--- config.mk ---
export PLATFORM = sky130hd
export DESIGN_NAME = sda_out_ctrl_flat
export DESIGN_NICKNAME = d
export VERILOG_FILES = /design/src/rtl/sda_out_ctrl_if.sv /design/src/rtl/sda_out_ctrl.sv /design/src/flat_wrapper.sv
export SDC_FILE = /design/constraint.sdc
export NUM_CORES = 1
export LEC_CHECK = 0
export ABC_CLOCK_PERIOD_IN_PS = 2500
export CAP_MARGIN = 0
export CELL_PAD_IN_SITES_DETAIL_PLACEMENT = 0
export CELL_PAD_IN_SITES_GLOBAL_PLACEMENT = 2
export CORE_ASPECT_RATIO = 0.9
export CORE_MARGIN = 2
export CORE_UTILIZATION = 30
export CTS_BUF_LIST = sky130_fd_sc_hd__clkbuf_2
export DETAILED_ROUTE_END_ITERATION = 8
export GPL_TIMING_DRIVEN = 0
export PLACE_DENSITY_LB_ADDON = 0.3
export SYNTH_ARGS = -nofsm -noshare
export SYNTH_HDL_FRONTEND = slang
export SYNTH_SLANG_ARGS = --single-unit
--- constraint.sdc ---
create_clock -name clk -period 2.5 [get_ports clk]
set_clock_uncertainty 0.15 [all_clocks]
set_input_delay 0.25 -clock clk [delete_from_list [all_inputs] [get_ports clk]]
set_output_delay 0.25 -clock clk [all_outputs]
set_load 0.005 [all_outputs]
--- src/rtl/sda_out_ctrl_if.sv ---
// SDA output controller bus bundle: pad levels, controller mode/TX bit and status.
// master = slave-controller/pad side that drives the inputs, slave = sda_out_ctrl.
interface sda_out_ctrl_if;
    logic       scl_in;
    logic       sda_in;
    logic [1:0] sda_mode;
    logic       tx_out;
    logic       clear_collision;
    logic       sda_out;
    logic       sda_oe;
    logic       hold_busy;
    logic       collision;

    modport master (
        output scl_in, sda_in, sda_mode, tx_out, clear_collision,
        input  sda_out, sda_oe, hold_busy, collision
    );

    modport slave (
        input  scl_in, sda_in, sda_mode, tx_out, clear_collision,
        output sda_out, sda_oe, hold_busy, collision
    );
endinterface

--- src/rtl/sda_out_ctrl.sv ---
// Registered SDA output controller: updates SDA only HOLD_CYCLES after each synced SCL fall.
// Optional collision detection/forced release is built when SDA_COLLISION_DETECT_EN is defined.
module sda_out_ctrl #(
    parameter int HOLD_CYCLES = 4,
    parameter int SYNC_STAGES = 2
) (
    input  logic         clk,
    input  logic         rst,
    sda_out_ctrl_if.slave bus
);

    localparam int CNT_W = $clog2(HOLD_CYCLES + 1);
    localparam logic [CNT_W-1:0] HOLD_LOAD = CNT_W'(HOLD_CYCLES);
    localparam logic [CNT_W-1:0] CNT_ONE   = CNT_W'(1);

    typedef enum logic [1:0] {
        IDLE   = 2'd0,
        HOLD   = 2'd1,
        TRACK  = 2'd2,
        FROZEN = 2'd3
    } state_t;

    state_t           state;
    state_t           state_nxt;
    logic [CNT_W-1:0] cnt;
    logic [CNT_W-1:0] cnt_nxt;
    logic             sda_q;
    logic             sda_fsm;
    logic             sda_nxt;

    logic [SYNC_STAGES-1:0] scl_sync;
    logic                   scl_s;
    logic                   scl_q;
    logic                   fall;
    logic                   rise;
    logic                   target;

    // SCL synchroniser; resets to 1 so an idle bus produces no spurious edge
    always_ff @(posedge clk or posedge rst) begin
        if (rst) begin
            scl_sync <= '1;
            scl_q    <= 1'b1;
        end else begin
            scl_sync <= {scl_sync[SYNC_STAGES-2:0], bus.scl_in};
            scl_q    <= scl_s;
        end
    end

    assign scl_s = scl_sync[SYNC_STAGES-1];
    assign fall  = scl_q & ~scl_s;
    assign rise  = ~scl_q & scl_s;

    always_comb begin
        target = 1'b1;
        case (bus.sda_mode)
            2'b00:   target = 1'b1;
            2'b01:   target = 1'b0;
            2'b10:   target = 1'b1;
            2'b11:   target = bus.tx_out;
            default: target = 1'b1;
        endcase
    end

    // Release (mode 00) overrides every state transition
    always_comb begin
        state_nxt = state;
        cnt_nxt   = cnt;
        sda_fsm   = sda_q;
        if (bus.sda_mode == 2'b00) begin
            state_nxt = IDLE;
            cnt_nxt   = '0;
            sda_fsm   = 1'b1;
        end else begin
            case (state)
                IDLE: begin
                    sda_fsm = 1'b1;
                    if (scl_s) begin
                        state_nxt = FROZEN;
                    end else begin
                        state_nxt = HOLD;
                        cnt_nxt   = HOLD_LOAD;
                    end
                end
                HOLD: begin
                    if (rise) begin
                        state_nxt = FROZEN;
                        cnt_nxt   = '0;
                    end else if (cnt == CNT_ONE) begin
                        state_nxt = TRACK;
                        cnt_nxt   = '0;
                        sda_fsm   = target;
                    end else begin
                        cnt_nxt = cnt - CNT_ONE;
                    end
                end
                TRACK: begin
                    if (rise) begin
                        state_nxt = FROZEN;
                    end else begin
                        sda_fsm = target;
                    end
                end
                FROZEN: begin
                    if (fall) begin
                        state_nxt = HOLD;
                        cnt_nxt   = HOLD_LOAD;
                    end
                end
                default: begin
                    state_nxt = IDLE;
                    cnt_nxt   = '0;
                    sda_fsm   = 1'b1;
                end
            endcase
        end
    end

`ifdef SDA_COLLISION_DETECT_EN
    logic [SYNC_STAGES-1:0] sda_sync;
    logic                   sda_s;
    logic                   coll_q;
    logic                   coll_set;
    logic                   coll_nxt;

    always_ff @(posedge clk or posedge rst) begin
        if (rst) begin
            sda_sync <= '1;
        end else begin
            sda_sync <= {sda_sync[SYNC_STAGES-2:0], bus.sda_in};
        end
    end

    assign sda_s = sda_sync[SYNC_STAGES-1];

    // We released SDA but the bus reads low as SCL rises: another master owns the bit
    assign coll_set = (bus.sda_mode == 2'b11) & rise & sda_q & ~sda_s;
    assign coll_nxt = coll_set | (coll_q & ~bus.clear_collision);

    always_ff @(posedge clk or posedge rst) begin
        if (rst) begin
            coll_q <= 1'b0;
        end else begin
            coll_q <= coll_nxt;
        end
    end

    assign sda_nxt       = coll_nxt ? 1'b1 : sda_fsm;
    assign bus.collision = coll_q;
`else
    assign sda_nxt       = sda_fsm;
    assign bus.collision = 1'b0;
`endif

    always_ff @(posedge clk or posedge rst) begin
        if (rst) begin
            state <= IDLE;
            cnt   <= '0;
            sda_q <= 1'b1;
        end else begin
            state <= state_nxt;
            cnt   <= cnt_nxt;
            sda_q <= sda_nxt;
        end
    end

    assign bus.sda_out   = sda_q;
    assign bus.sda_oe    = ~sda_q;
    assign bus.hold_busy = (state == HOLD);

endmodule

--- src/flat_wrapper.sv ---
// flat-port wrapper written by rule: the top's interface ports become plain ports
module sda_out_ctrl_flat 
#(
    parameter int HOLD_CYCLES = 4,
    parameter int SYNC_STAGES = 2
)
  (clk, rst, bus_scl_in, bus_sda_in, bus_sda_mode, bus_tx_out, bus_clear_collision, bus_sda_out, bus_sda_oe, bus_hold_busy, bus_collision);
  sda_out_ctrl_if bus_i ();
  input  logic clk;
  input  logic rst;
  input wire logic [$bits(bus_i.scl_in)-1:0] bus_scl_in;
  input wire logic [$bits(bus_i.sda_in)-1:0] bus_sda_in;
  input wire logic [$bits(bus_i.sda_mode)-1:0] bus_sda_mode;
  input wire logic [$bits(bus_i.tx_out)-1:0] bus_tx_out;
  input wire logic [$bits(bus_i.clear_collision)-1:0] bus_clear_collision;
  output wire logic [$bits(bus_i.sda_out)-1:0] bus_sda_out;
  output wire logic [$bits(bus_i.sda_oe)-1:0] bus_sda_oe;
  output wire logic [$bits(bus_i.hold_busy)-1:0] bus_hold_busy;
  output wire logic [$bits(bus_i.collision)-1:0] bus_collision;
  assign bus_i.scl_in = bus_scl_in;
  assign bus_i.sda_in = bus_sda_in;
  assign bus_i.sda_mode = bus_sda_mode;
  assign bus_i.tx_out = bus_tx_out;
  assign bus_i.clear_collision = bus_clear_collision;
  assign bus_sda_out = bus_i.sda_out;
  assign bus_sda_oe = bus_i.sda_oe;
  assign bus_hold_busy = bus_i.hold_busy;
  assign bus_collision = bus_i.collision;
  sda_out_ctrl #(.HOLD_CYCLES(HOLD_CYCLES), .SYNC_STAGES(SYNC_STAGES)) u_core (.clk(clk), .rst(rst), .bus(bus_i));
endmodule
# == After elaboration in Yosys (flattened, before gate mapping) ==
# Index checks and enable logic that the tools add are counted.
# Widths: inputs -> output; s select.
# totals
register_bits,9
# op_classes
addsub,1
n_eq_ne,14
n_mux,19
bitwise,5
reduce_logical,7
# op_table
op,n
$mux 3,5
$mux 2,6
$ne 3x1->1 const B,3
$ne 3x3->1 const B,3
$pmux 3 s3,1
$eq 2x2->1 const B,4
$pmux 2 s4,1
$reduce_bool 4->1,2
$pmux 1 s3,2
$reduce_and 3->1,2
$eq 2x1->1 const B,2
$logic_not 2->1,2
$mux 1,4
$ne 4x1->1 const B,1
$reduce_and 4->1,1
$eq 3x1->1 const B,1
$not 1->1,3
$sub 3x1->3 const B,1
$and 1x1->1,2

# == Longest topological paths before layout ==
# depth
word_depth,6
ltp_mapped,6

# == Worst setup path before layout ==
# Ideal clock, no wire load.
# synth_path
kind,flip-flop to flip-flop
start,register u_core.state[0]
end,register u_core.cnt[0]
setup_ps,77
arrival_ps,1596
slack_ps,677
stages_incl_launch_ff,6
n_path_buf,0
path_cell_list,dfrtp_1 ha_1 nor2b_4 o22a_1 or4_1 a21oi_1
# synth_between
elab_chain_len,3
word_cells_on_any_way,9
classes_between,4 x eq/ne; 2 x mux; 3 x reduce/logical
# synth_lines
element,line_no,source
start: declaration,sda_out_ctrl.sv:23,state_t state;
start signal: assignment,sda_out_ctrl.sv:160,state <= state_nxt;
$eq 2x2->1 (tied with other cells),sda_out_ctrl.sv:74,case (state)
$ne 3x1->1 (no line) (tied with other cells),n/a,
$reduce_and 3->1 (no line) or $mux 3 (tied branches),n/a,
end signal: assignment,sda_out_ctrl.sv:161,cnt <= cnt_nxt;
end: declaration,sda_out_ctrl.sv:25,logic [CNT_W-1:0] cnt;
# Several ways; a longest one is shown, not always the timed one.
# A chain may end at the register's enable or synchronous reset.

# == Worst setup path after layout ==
# layout_path
start,register u_core.state[1]
end,output port bus_hold_busy
# layout_between
elab_chain_len,1
# layout_lines
element,line_no,source
$eq 2x1->1,sda_out_ctrl.sv:168,assign bus.hold_busy = (state == HOLD);
end: declaration,flat_wrapper.sv:18,output wire logic [$bits(bus_i.hold_busy)-1:0] bus_hold_busy;
# No other way between the ends.

==> reports/results.env <==
FLOW.AREA_GROWTH_FROM_SYNTHESIS_PCT=21.4
PATH_CLK_SLEW_NS=0.10
CRIT_PATH_END_KIND='output pin'
PERIOD_NEEDED_NS=1.96
DRC=0
CTS_INSERTED_BUFFERS=3
CTS-ROOT-TO-SINK-BUFFERS=2
CTS_POST_SETUP_BUFFERS_INSERTED=0
POWER.SWITCHING_FRACTION_PCT=40.4
DRT-INITIAL-DRC-COUNT=5
SYNTH-EDFF-COUNT=0
DETAIL_ROUTE.WL_PER_CELL_UM=12.0
BUFFER_PORTS.INSERTED=8
TOP_LEVEL_PORT_COUNT=12
FINALHOLDVIOLCOUNT=0
CLOCK_POWER_SHARE_PCT=11.9
GP_CONGESTION=0.728
HOLD_PATH_CLASS='primary input to async pin'
WORSTPATHMAXFANOUT=4
TOTAL_LEAKAGE_POWER_nW=0.333
TRACK_USAGE_PCT=12.5
CORE_AREA_UM2=1930
SYN-MEAN-INSTANCE-AREA_UM2=9.75
YS_SEQ_AREA_SHARE_PCT=37.5
FIRST_PASS_GRT_WIRE_LENGTH_MM=2.14
GRT-OVFL-TOTAL=0
CTS-RESIZED-GATES=0
CRIT_BUF_INV=2
YOSYSUNIQUECELLTYPES=25
CTS-HTREE-LEVELS=1
OUTCOME='finished, final reports clean'
WORSTPATHARRIVAL_NS=1.56
CRITICAL_PATH.STARTPOINT_TYPE='flop'
ASYNC_RESET_FF_SHARE_PCT=100
DESIGN.DIE.AREA_UM2=2430
SYN-NUM-NETS=79
SETUP_VIOLATIONS=0
INTERNAL_POWER_uW=473
NETLIST.TOP_CELL.BY_AREA='sky130_fd_sc_hd__dfrtp_1'
ANTENNA-DIODE-COUNT=0
VIA_COUNT_OF_THE_FIRST_GLOBAL_ROUTING_PASS=498
STDCELL_COUNT=100
CTS_TREE='yes'
REGISTER_AREA_UM2=230
TIMING.SETUP.TNS_NS=0
CRITICAL_PATH.TOP_DELAY_FAMILY='buffers and inverters'
SYNTH_TOP_FLOP_CELL='sky130_fd_sc_hd__dfrtp_1'
POWERDENSITY_nW_PER_UM2=1060
VIA_PER_INST=4.79
NETSWITCHINGPOWER_uW=321
SYNTHESIS.AREA_UM2=614
DIE_HEIGHT_UM=46.9
CRIT_PATH_CELL_TRACE='inv_1 -> ha_1 -> clkdlybuf4s50_1'
PLACEDCELLCOUNT=96
ANTENNA_FOUND_INITIAL=0
WORSTPATHREQUIRED_NS=2.10
FINISH.NET_COUNT=92
GRT_SETUP_UNREPAIRED='no'
NUM_ROWS=15
POSTSYNTHREGISTERBITS=9
DIE_WIDTH_UM=51.7
DR.PASS1.ITERS=3
CRITPATHSLOWESTCELL='sky130_fd_sc_hd__clkdlybuf4s50_1'
CTS_HOLD_REPAIR.BUFFERS=0
FINAL_CELL_MIX='sky130_fd_sc_hd__inv_1, sky130_fd_sc_hd__ha_1, sky130_fd_sc_hd__clkdlybuf4s50_1'
SLEW_VIOLATIONS=0
INSERTION_DELAY_NS=0.25
IR_DROP_mV=0.483
SYN_INST=63
ROUTE.ANTENNA.REMAINING_NETS=0
NUM-FILL-CELLS=204
DP.FINAL_HPWL_UM=954
COMBINATIONAL_POWER_SHARE_PCT=57.9
VIAS=479
MAXCLOCKFREQUENCY_MHz=509
FIN_CRIT_SH_PCT=78.5
SYNTH_TOP_CELL_AREA_SHARE_PCT=20.4
NETLIST_TOP_CELLS_AREA='sky130_fd_sc_hd__dfrtp_1, sky130_fd_sc_hd__dfstp_2, sky130_fd_sc_hd__ha_1, sky130_fd_sc_hd__a21oi_1, sky130_fd_sc_hd__mux2i_1'
CAP_VIOLATIONS=0
SYNTH_WARN=0
CLOCK_SINK_COUNT=9
SEQ_POWER_SHARE_PCT=30.2
CLOCK-ROOT-BUFFER='sky130_fd_sc_hd__clkbuf_2'
SETUP.WORST_PATH.CLASS='flop to output pin'
CRITICAL-PATH-MAX-STAGE-DELAY_NS=0.53
INITIAL_UTILIZATION_PCT=31.8
DRIVE_GT1_SHARE_PCT=16.0
MULTI_INPUT_COMB_AREA_UM2=347
GRT_START_MAX_NET_PINS=10
FINALWIRELENGTH_MM=1.20
-- cells in the mapped netlist, types with 2 or more instances --
cell / number
sky130_fd_sc_hd__a211oi_1: 2
sky130_fd_sc_hd__a21oi_1: 6
sky130_fd_sc_hd__dfrtp_1: 5
sky130_fd_sc_hd__dfstp_2: 4
sky130_fd_sc_hd__ha_1: 8
sky130_fd_sc_hd__inv_1: 8
sky130_fd_sc_hd__mux2i_1: 3
sky130_fd_sc_hd__nand2b_1: 2
sky130_fd_sc_hd__nor2_1: 5
sky130_fd_sc_hd__o21ai_0: 2
sky130_fd_sc_hd__o22ai_1: 3
sky130_fd_sc_hd__o2bb2ai_1: 2
-- per-layer routing --
metal | wire, um | GRT usage, %
met1 | 593 | 15.3
met2 | 531 | 20.3
met3 | 58 | 4.78
met4 | 13 | 4.74
met5 | 0 | 0
-- final timing paths --
kind                                         startpoint                      endpoint  slack, ns  cells after the start
max                         u_core.state[1]$_DFFE_PP0P_                 bus_hold_busy       0.54                      3
min                                                 rst     u_core.cnt[2]$_DFFE_PP0P_        0.1                      2
max reg2reg                 u_core.state[0]$_DFFE_PP0P_     u_core.cnt[0]$_DFFE_PP0P_       0.55                      5
min reg2reg                u_core.scl_sync[0]$_DFF_PP1_  u_core.scl_sync[1]$_DFF_PP1_       0.21                      0
max in group asynchronous                           rst  u_core.scl_sync[0]$_DFF_PP1_       1.78                      2
min in group clk           u_core.scl_sync[0]$_DFF_PP1_  u_core.scl_sync[1]$_DFF_PP1_       0.21                      0
-- power groups by stage --
stage               Clock (mW)  Sequential (mW)  Combinational (mW)
global route             0.104            0.249               0.523
CTS                      0.100            0.241               0.467
global placement             0            0.242               0.463
finish                  0.0945            0.239               0.460
floorplan                    0            0.235               0.335
detailed placement           0            0.245               0.463
-- final cells by class --
cell class                      count  share of cell area, %
Inverter                            8                   4.03
Buffer                              1                   1.01
Multi-Input combinational cell     45                   46.5
Timing Repair Buffer                8                   10.7
Sequential cell                     9                   30.9
Clock buffer                        4                   2.68
Tap cell                           25                   4.19
-- metrics by stage --
step           hold WS, ns  instance area (um^2)  util (%)  setup WS (ns)  power, mW
3_5_place_dp         0.197                   726      37.5          0.546      0.708
5_1_grt              0.155                   746      38.6          0.421      0.877
6_report            0.0984                   746      38.6          0.536      0.794
3_3_place_gp         0.196                   726      37.5          0.552      0.706
2_1_floorplan      -0.0749                   614         -          0.677      0.570
4_1_cts              0.104                   746      38.6          0.505      0.808
-- logic make-up (layout without fill, tap and decap cells) --
logic type / count (synthesis) / count (layout) / share of synthesized area (%)
AND/OR/NAND/NOR: 15 / 15 / 15.1
buffers and inverters: 9 / 21 / 6.11
other: 1 / 1 / 0.610
multiplexers: 4 / 4 / 6.72
adder cells (fa/ha/maj): 8 / 8 / 16.3
AO/OA/AOI/OAI: 17 / 17 / 17.7
flip-flops: 9 / 9 / 37.5
-- sequential cells by signal (all words and copies together), names as in the netlist --
name                count
u_core.bus.sda_out      1
u_core.state            2
u_core.scl_q            1
u_core.cnt              3
u_core.scl_sync         2
Power figures use the tool's default switching activity.
